$ cat src/rtl/frontend_redirect_if.sv
// Redirect request/broadcast bundle between the frontend requesters and frontend_redirect_ctrl.
// master = requesters and consumers (backend, predecode, BPU, FSQ, ICache); slave = the controller.
interface frontend_redirect_if #(
  parameter int VADDR_SIZE = 39,
  parameter int FSQ_WIDTH  = 5,
  parameter int PRED_WIDTH = 4
);
  // Handshake: requests are valid-only pulses with no ready; a request that loses arbitration is dropped
  // and must be re-asserted. Acceptance is visible as pd_accept (same cycle) or redirect (next cycle).
  logic                  be_valid;
  logic [VADDR_SIZE-1:0] be_pc;
  logic [FSQ_WIDTH-1:0]  be_fsq_idx;
  logic [PRED_WIDTH-1:0] be_offset;
  logic                  be_mem;
  logic                  pd_valid;
  logic [VADDR_SIZE-1:0] pd_pc;
  logic [FSQ_WIDTH-1:0]  pd_fsq_idx;
  logic                  bpu_valid;
  logic [VADDR_SIZE-1:0] bpu_pc;
  logic                  ibuf_full;

  logic                  redirect;
  logic [1:0]            redirect_src;
  logic [VADDR_SIZE-1:0] redirect_pc;
  logic [FSQ_WIDTH-1:0]  redirect_fsq_idx;
  logic [PRED_WIDTH-1:0] redirect_offset;
  logic                  redirect_mem;
  logic                  pd_accept;
  logic                  fetch_stall;
  logic                  busy;

  modport master (
    output be_valid, be_pc, be_fsq_idx, be_offset, be_mem,
    output pd_valid, pd_pc, pd_fsq_idx, bpu_valid, bpu_pc, ibuf_full,
    input  redirect, redirect_src, redirect_pc, redirect_fsq_idx, redirect_offset,
    input  redirect_mem, pd_accept, fetch_stall, busy
  );

  modport slave (
    input  be_valid, be_pc, be_fsq_idx, be_offset, be_mem,
    input  pd_valid, pd_pc, pd_fsq_idx, bpu_valid, bpu_pc, ibuf_full,
    output redirect, redirect_src, redirect_pc, redirect_fsq_idx, redirect_offset,
    output redirect_mem, pd_accept, fetch_stall, busy
  );
endinterface

$ cat src/rtl/frontend_redirect_ctrl.sv
// Frontend redirect arbiter (backend > predecode > bpu) with a registered flush and fixed recovery stall.
// Optional REDIRECT_PERF_EN adds saturating per-source accept counters on perf_be/perf_pd/perf_bpu.
module frontend_redirect_ctrl #(
  parameter int VADDR_SIZE     = 39,
  parameter int FSQ_WIDTH      = 5,
  parameter int PRED_WIDTH     = 4,
  parameter int RECOVER_CYCLES = 2
) (
  input  logic                 clk,
  input  logic                 rst,
  frontend_redirect_if.slave   rif,
  output logic [1:0]           dbg_state
`ifdef REDIRECT_PERF_EN
  ,
  output logic [31:0]          perf_be,
  output logic [31:0]          perf_pd,
  output logic [31:0]          perf_bpu
`endif
);

  typedef enum logic [1:0] {
    IDLE    = 2'd0,
    FLUSH   = 2'd1,
    RECOVER = 2'd2
  } state_t;

  localparam logic [1:0] SRC_NONE = 2'd0;
  localparam logic [1:0] SRC_BE   = 2'd1;
  localparam logic [1:0] SRC_PD   = 2'd2;
  localparam logic [1:0] SRC_BPU  = 2'd3;
  localparam int         CNT_W    = (RECOVER_CYCLES < 2) ? 1 : $clog2(RECOVER_CYCLES + 1);

  state_t           state, state_nxt;
  logic [CNT_W-1:0] cnt, cnt_nxt;
  logic             block_pd;
  logic             be_acc, pd_acc, bpu_acc, any_acc;
  logic [1:0]       src_sel;

  // A recovery started by backend or predecode may only be overridden by the backend;
  // a BPU-sourced recovery can still be corrected by predecode.
  always_comb begin
    block_pd = (state != IDLE) && (rif.redirect_src != SRC_BPU);
    be_acc   = rif.be_valid;
    pd_acc   = rif.pd_valid & ~rif.ibuf_full & ~rif.be_valid & ~block_pd;
    bpu_acc  = rif.bpu_valid & ~be_acc & ~pd_acc & (state == IDLE);
    any_acc  = be_acc | pd_acc | bpu_acc;
    src_sel  = SRC_NONE;
    if (be_acc)       src_sel = SRC_BE;
    else if (pd_acc)  src_sel = SRC_PD;
    else if (bpu_acc) src_sel = SRC_BPU;
  end

  always_comb begin
    state_nxt = state;
    cnt_nxt   = cnt;
    case (state)
      IDLE: begin
        if (any_acc) state_nxt = FLUSH;
      end
      FLUSH: begin
        state_nxt = RECOVER;
        cnt_nxt   = CNT_W'(RECOVER_CYCLES);
      end
      RECOVER: begin
        cnt_nxt = cnt - CNT_W'(1);
        if (cnt == CNT_W'(1)) state_nxt = IDLE;
      end
      default: begin
        state_nxt = IDLE;
        cnt_nxt   = '0;
      end
    endcase
    // Any accepted request restarts the flush; the counter reloads on leaving FLUSH.
    if (any_acc) begin
      state_nxt = FLUSH;
      cnt_nxt   = cnt;
    end
  end

  always_ff @(posedge clk or posedge rst) begin
    if (rst) begin
      state <= IDLE;
      cnt   <= '0;
    end else begin
      state <= state_nxt;
      cnt   <= cnt_nxt;
    end
  end

  // Payload holds between redirects; offset/mem only carry meaning for backend redirects.
  always_ff @(posedge clk or posedge rst) begin
    if (rst) begin
      rif.redirect_src     <= SRC_NONE;
      rif.redirect_pc      <= '0;
      rif.redirect_fsq_idx <= '0;
      rif.redirect_offset  <= '0;
      rif.redirect_mem     <= 1'b0;
    end else if (any_acc) begin
      rif.redirect_src <= src_sel;
      if (be_acc) begin
        rif.redirect_pc      <= rif.be_pc;
        rif.redirect_fsq_idx <= rif.be_fsq_idx;
        rif.redirect_offset  <= rif.be_offset;
        rif.redirect_mem     <= rif.be_mem;
      end else if (pd_acc) begin
        rif.redirect_pc      <= rif.pd_pc;
        rif.redirect_fsq_idx <= rif.pd_fsq_idx;
        rif.redirect_offset  <= '0;
        rif.redirect_mem     <= 1'b0;
      end else begin
        rif.redirect_pc      <= rif.bpu_pc;
        rif.redirect_fsq_idx <= '0;
        rif.redirect_offset  <= '0;
        rif.redirect_mem     <= 1'b0;
      end
    end
  end

  assign rif.redirect    = (state == FLUSH);
  assign rif.fetch_stall = (state != IDLE);
  assign rif.busy        = (state != IDLE);
  assign rif.pd_accept   = pd_acc & ~rst;
  assign dbg_state       = state;

`ifdef REDIRECT_PERF_EN
  always_ff @(posedge clk or posedge rst) begin
    if (rst) begin
      perf_be  <= '0;
      perf_pd  <= '0;
      perf_bpu <= '0;
    end else begin
      if (be_acc  && (perf_be  != '1)) perf_be  <= perf_be  + 32'd1;
      if (pd_acc  && (perf_pd  != '1)) perf_pd  <= perf_pd  + 32'd1;
      if (bpu_acc && (perf_bpu != '1)) perf_bpu <= perf_bpu + 32'd1;
    end
  end
`endif

endmodule

$ cat src/flat_wrapper.sv
// flat-port wrapper written by rule: the top's interface ports become plain ports
module frontend_redirect_ctrl_flat 
#(
  parameter int VADDR_SIZE     = 39,
  parameter int FSQ_WIDTH      = 5,
  parameter int PRED_WIDTH     = 4,
  parameter int RECOVER_CYCLES = 2
)
  (clk, rst, dbg_state, rif_be_valid, rif_be_pc, rif_be_fsq_idx, rif_be_offset, rif_be_mem, rif_pd_valid, rif_pd_pc, rif_pd_fsq_idx, rif_bpu_valid, rif_bpu_pc, rif_ibuf_full, rif_redirect, rif_redirect_src, rif_redirect_pc, rif_redirect_fsq_idx, rif_redirect_offset, rif_redirect_mem, rif_pd_accept, rif_fetch_stall, rif_busy);
  frontend_redirect_if #(.VADDR_SIZE(VADDR_SIZE), .FSQ_WIDTH(FSQ_WIDTH), .PRED_WIDTH(PRED_WIDTH)) rif_i ();
  input  logic clk;
  input  logic rst;
  output logic [1:0] dbg_state;
  input wire logic [$bits(rif_i.be_valid)-1:0] rif_be_valid;
  input wire logic [$bits(rif_i.be_pc)-1:0] rif_be_pc;
  input wire logic [$bits(rif_i.be_fsq_idx)-1:0] rif_be_fsq_idx;
  input wire logic [$bits(rif_i.be_offset)-1:0] rif_be_offset;
  input wire logic [$bits(rif_i.be_mem)-1:0] rif_be_mem;
  input wire logic [$bits(rif_i.pd_valid)-1:0] rif_pd_valid;
  input wire logic [$bits(rif_i.pd_pc)-1:0] rif_pd_pc;
  input wire logic [$bits(rif_i.pd_fsq_idx)-1:0] rif_pd_fsq_idx;
  input wire logic [$bits(rif_i.bpu_valid)-1:0] rif_bpu_valid;
  input wire logic [$bits(rif_i.bpu_pc)-1:0] rif_bpu_pc;
  input wire logic [$bits(rif_i.ibuf_full)-1:0] rif_ibuf_full;
  output wire logic [$bits(rif_i.redirect)-1:0] rif_redirect;
  output wire logic [$bits(rif_i.redirect_src)-1:0] rif_redirect_src;
  output wire logic [$bits(rif_i.redirect_pc)-1:0] rif_redirect_pc;
  output wire logic [$bits(rif_i.redirect_fsq_idx)-1:0] rif_redirect_fsq_idx;
  output wire logic [$bits(rif_i.redirect_offset)-1:0] rif_redirect_offset;
  output wire logic [$bits(rif_i.redirect_mem)-1:0] rif_redirect_mem;
  output wire logic [$bits(rif_i.pd_accept)-1:0] rif_pd_accept;
  output wire logic [$bits(rif_i.fetch_stall)-1:0] rif_fetch_stall;
  output wire logic [$bits(rif_i.busy)-1:0] rif_busy;
  assign rif_i.be_valid = rif_be_valid;
  assign rif_i.be_pc = rif_be_pc;
  assign rif_i.be_fsq_idx = rif_be_fsq_idx;
  assign rif_i.be_offset = rif_be_offset;
  assign rif_i.be_mem = rif_be_mem;
  assign rif_i.pd_valid = rif_pd_valid;
  assign rif_i.pd_pc = rif_pd_pc;
  assign rif_i.pd_fsq_idx = rif_pd_fsq_idx;
  assign rif_i.bpu_valid = rif_bpu_valid;
  assign rif_i.bpu_pc = rif_bpu_pc;
  assign rif_i.ibuf_full = rif_ibuf_full;
  assign rif_redirect = rif_i.redirect;
  assign rif_redirect_src = rif_i.redirect_src;
  assign rif_redirect_pc = rif_i.redirect_pc;
  assign rif_redirect_fsq_idx = rif_i.redirect_fsq_idx;
  assign rif_redirect_offset = rif_i.redirect_offset;
  assign rif_redirect_mem = rif_i.redirect_mem;
  assign rif_pd_accept = rif_i.pd_accept;
  assign rif_fetch_stall = rif_i.fetch_stall;
  assign rif_busy = rif_i.busy;
  frontend_redirect_ctrl #(.VADDR_SIZE(VADDR_SIZE), .FSQ_WIDTH(FSQ_WIDTH), .PRED_WIDTH(PRED_WIDTH), .RECOVER_CYCLES(RECOVER_CYCLES)) u_core (.clk(clk), .rst(rst), .rif(rif_i), .dbg_state(dbg_state));
endmodule
$ cat config.mk
export PLATFORM = sky130hd
export DESIGN_NAME = frontend_redirect_ctrl_flat
export DESIGN_NICKNAME = d
export VERILOG_FILES = /design/src/rtl/frontend_redirect_if.sv /design/src/rtl/frontend_redirect_ctrl.sv /design/src/flat_wrapper.sv
export SDC_FILE = /design/constraint.sdc
export NUM_CORES = 1
export LEC_CHECK = 0
export CORE_ASPECT_RATIO = 1.4
export CORE_MARGIN = 2
export CORE_UTILIZATION = 33
export DETAILED_ROUTE_END_ITERATION = 8
export PLACE_DENSITY = 0.78
export SLEW_MARGIN = 20
export SYNTH_ARGS = -nofsm -noshare
export SYNTH_HDL_FRONTEND = slang
export SYNTH_SLANG_ARGS = --single-unit
$ cat constraint.sdc
create_clock -name clk -period 1.7 [get_ports clk]
set_input_delay 0.34 -clock clk [delete_from_list [all_inputs] [get_ports clk]]
set_output_delay 0.34 -clock clk [all_outputs]
set_load 0.1 [all_outputs]
==> flow_summary.ini <==
[status]
outcome = complete, but fails checks
violations = negative setup slack

[final_layout]
drive_gt1_frac = 0.2430
final_util = 0.7025
final_nets = 639
fin_area_mm2 = 0.006082
area_growth_pct = 104.8
antenna_cells = 0
layout.cells.non_filler = 603

[yosys]
netlist_area_mm2 = 0.002969
synth.avg_cell_area_um2 = 10.13
synth_edf_count = 0
ys.warnings.count = 0
synth_commonest_cells = dfrtp_1 (55), a221o_1 (44), inv_1 (44)
ys_seq_elements = 55
async_flop_share = 1.000
synth.top_cells.by_area = dfrtp_1 (46%), a221o_1 (15%), o41ai_1 (12%)
seq_area_frac_synth = 0.4635
yosys.area.top_type = dfrtp_1
synth_most_common_cell = dfrtp_1
ys_types = 30
synth_fp_nets = 435
synth_top_area_frac = 0.4635
synth_flop_cell = dfrtp_1
synth_cells = 293

[setup_path]
critPathCaptureType = primary output
crit_path_max_fanout = 4
crit_chain = inv_4 -> ha_4 -> a21oi_4 -> nor4_4 -> buf_12
cpPeakStageDelay_ns = 0.43
setup.worst_path.class = reg -> out
reg2reg_depth = 7
required_ns = 1.36
worst-endpoint-arrival_ns = 1.44
critical_path.slowest_cell = dfrtp_2
cp-start-kind = register

[placed_design]
dp_slack_ns = -0.3233
hpwl_um = 8559
place.gp.congestion = 0.7842
placed_cell_area_mm2 = 0.005748
port_buffers = 194
place_inst = 584

[routing]
firstDrtPassIters = 4
wl_per_cell_um = 19.56
ant_nets = 0
drt-total-wl_um = 11800
viasPerCell = 5.433
route.detailed.drc = 0
vias = 3276
first_iter_violations = 172

[die]
dieArea_mm2 = 0.009783
ios = 195
die_y_um = 116.2
die-width_um = 84.17
initial_core_util = 0.3429
core_area_mm2 = 0.008658
rows = 40

[clocking]
clock_latency_ns = 0.29
cts-htree-levels = 2
root_buffer = clkbuf_16
cts_max_path_buffers = 2
cts-buffers-inserted = 5
tritoncts = yes
cts.clk_slew.worst_paths_ns = 0.07
cts_sinks = 55

[sta]
max_freq_mhz = 560.6
setup_viol = 47
tightestPinTransition_ns = 0.3978
max_slew_margin = 0.7311
fin_skew_ns = 0.002851
slew_violations = 0
hold_violations = 0
final.period_utilization = 1.049
fin_ws_ns = -0.08369
min_period_ns = 1.784
tns_ns = -1.575
rsz0062_at_grt = true

[grt]
grt.total_usage = 0.2244
grt_pass1_wl_um = 17460
grt_antenna_before_repair = 0
grt_max_degree = 56
first_global_vias = 3455
grt-ovfl-total = 0

[pwr]
pwr_density_cell_mw_per_mm2 = 1291
ir_drop_uv = 784.5
p_leak_nw = 2.692

[min_path]
hp-class = in -> async

[run]
max-cap-violations = 0
-- cells in the final DEF, fill, tap and decap left out, types with 4 or more instances in the layout --
cell | netlist | final
dfrtp_2 | 0 | 4
nor4b_1 | 5 | 5
a221o_1 | 44 | 44
a22o_1 | 5 | 5
buf_12 | 0 | 66
clkbuf_16 | 0 | 7
dfrtp_1 | 55 | 51
inv_1 | 44 | 40
nand2_1 | 42 | 42
clkdlybuf4s50_1 | 0 | 134
o41ai_1 | 39 | 37
buf_4 | 2 | 21
-- logic make-up (layout without fill, tap and decap cells) --
family                   count (synthesis)  count (layout)  synth area share
AO/OA/AOI/OAI                           98              98            0.3026
adder cells (fa/ha/maj)                  4               4           0.01686
buffers and inverters                   76             281            0.1188
flip-flops                              55              55            0.4635
multiplexers                             2               2          0.007164
AND/OR/NAND/NOR                         58              58           0.09103
-- critical path, delay by kind of cell, from the launching register on --
kind                     cells  cell delay [ns]
AO/OA/AOI/OAI                1             0.06
adder cells (fa/ha/maj)      1             0.17
buffers and inverters        2             0.29
flip-flops                   1             0.43
AND/OR/NAND/NOR              1             0.19
-- flip-flops by register name, indices dropped and copies added, names as in the netlist --
name,count
u_core.dbg_state,2
u_core.cnt,2
u_core.rif.redirect_src,2
u_core.rif.redirect_mem,1
u_core.rif.redirect_pc,39
u_core.rif.redirect_fsq_idx,5
u_core.rif.redirect_offset,4
-- path summary, 6_finish.rpt --
| kind | startpoint | endpoint | slack [ns] |
|---|---|---|---|
| worst max-delay path | u_core.dbg_state[1] | rif_pd_accept | -0.08 |
| worst min-delay path | rst | u_core.rif.redirect_pc[16] | 0.53 |
| worst max register to register | u_core.dbg_state[1] | u_core.rif.redirect_pc[23] | -0.05 |
| worst min register to register | u_core.cnt[1] | u_core.cnt[1] | 0.55 |
| max in group asynchronous | rst | u_core.rif.redirect_src[1] | 0.91 |
| min in group clk | rif_be_valid | u_core.rif.redirect_src[1] | 0.55 |
-- final cells by class --
type	count	area [um2]
fill	665	2576
clock buffer	5	125.1
clock inverter	3	20.02
tap	105	131.4
multi-input combinational	162	1324
inverter	44	171.4
timing repair buffer	229	2929
sequential	55	1381
-- metrics by stage --
step	hold slack (ns)	total power, mW
floorplan	0.4799	4.550
CTS	0.5388	7.714
global placement	0.5116	6.481
detailed placement	0.5285	6.552
finish	0.5258	7.849
global route	0.5777	8.104
-- metal layers --
layer	vias to the layer above	wire, um	global-route usage	share of wire
li1	1519	-	-	-
met1	1605	4154	0.2396	0.35
met2	133	6707	0.4392	0.57
met3	19	626	0.04028	0.053
met4	0	309	0.07957	0.026
met5	-	0	0	0
-- where the power goes --
group	leakage (nW)	internal (mW)	switching, mW
registers	0.667	1.57	0.302
logic	1.96	1.98	2.96
clock network	0.0658	0.544	0.487
total	2.69	4.10	3.75
-- timing repair --
| action | in CTS | in global routing |
|---|---|---|
| pin swaps | 2 | 1 |
| gates resized for setup | 11 | 7 |
| hold buffers | 0 | 0 |
| setup buffers | 6 | 1 |
| endpoints found under the setup margin | 9 | 51 |
| gates cloned | 0 | 4 |
No activity file was read; power rests on OpenSTA's default activity.
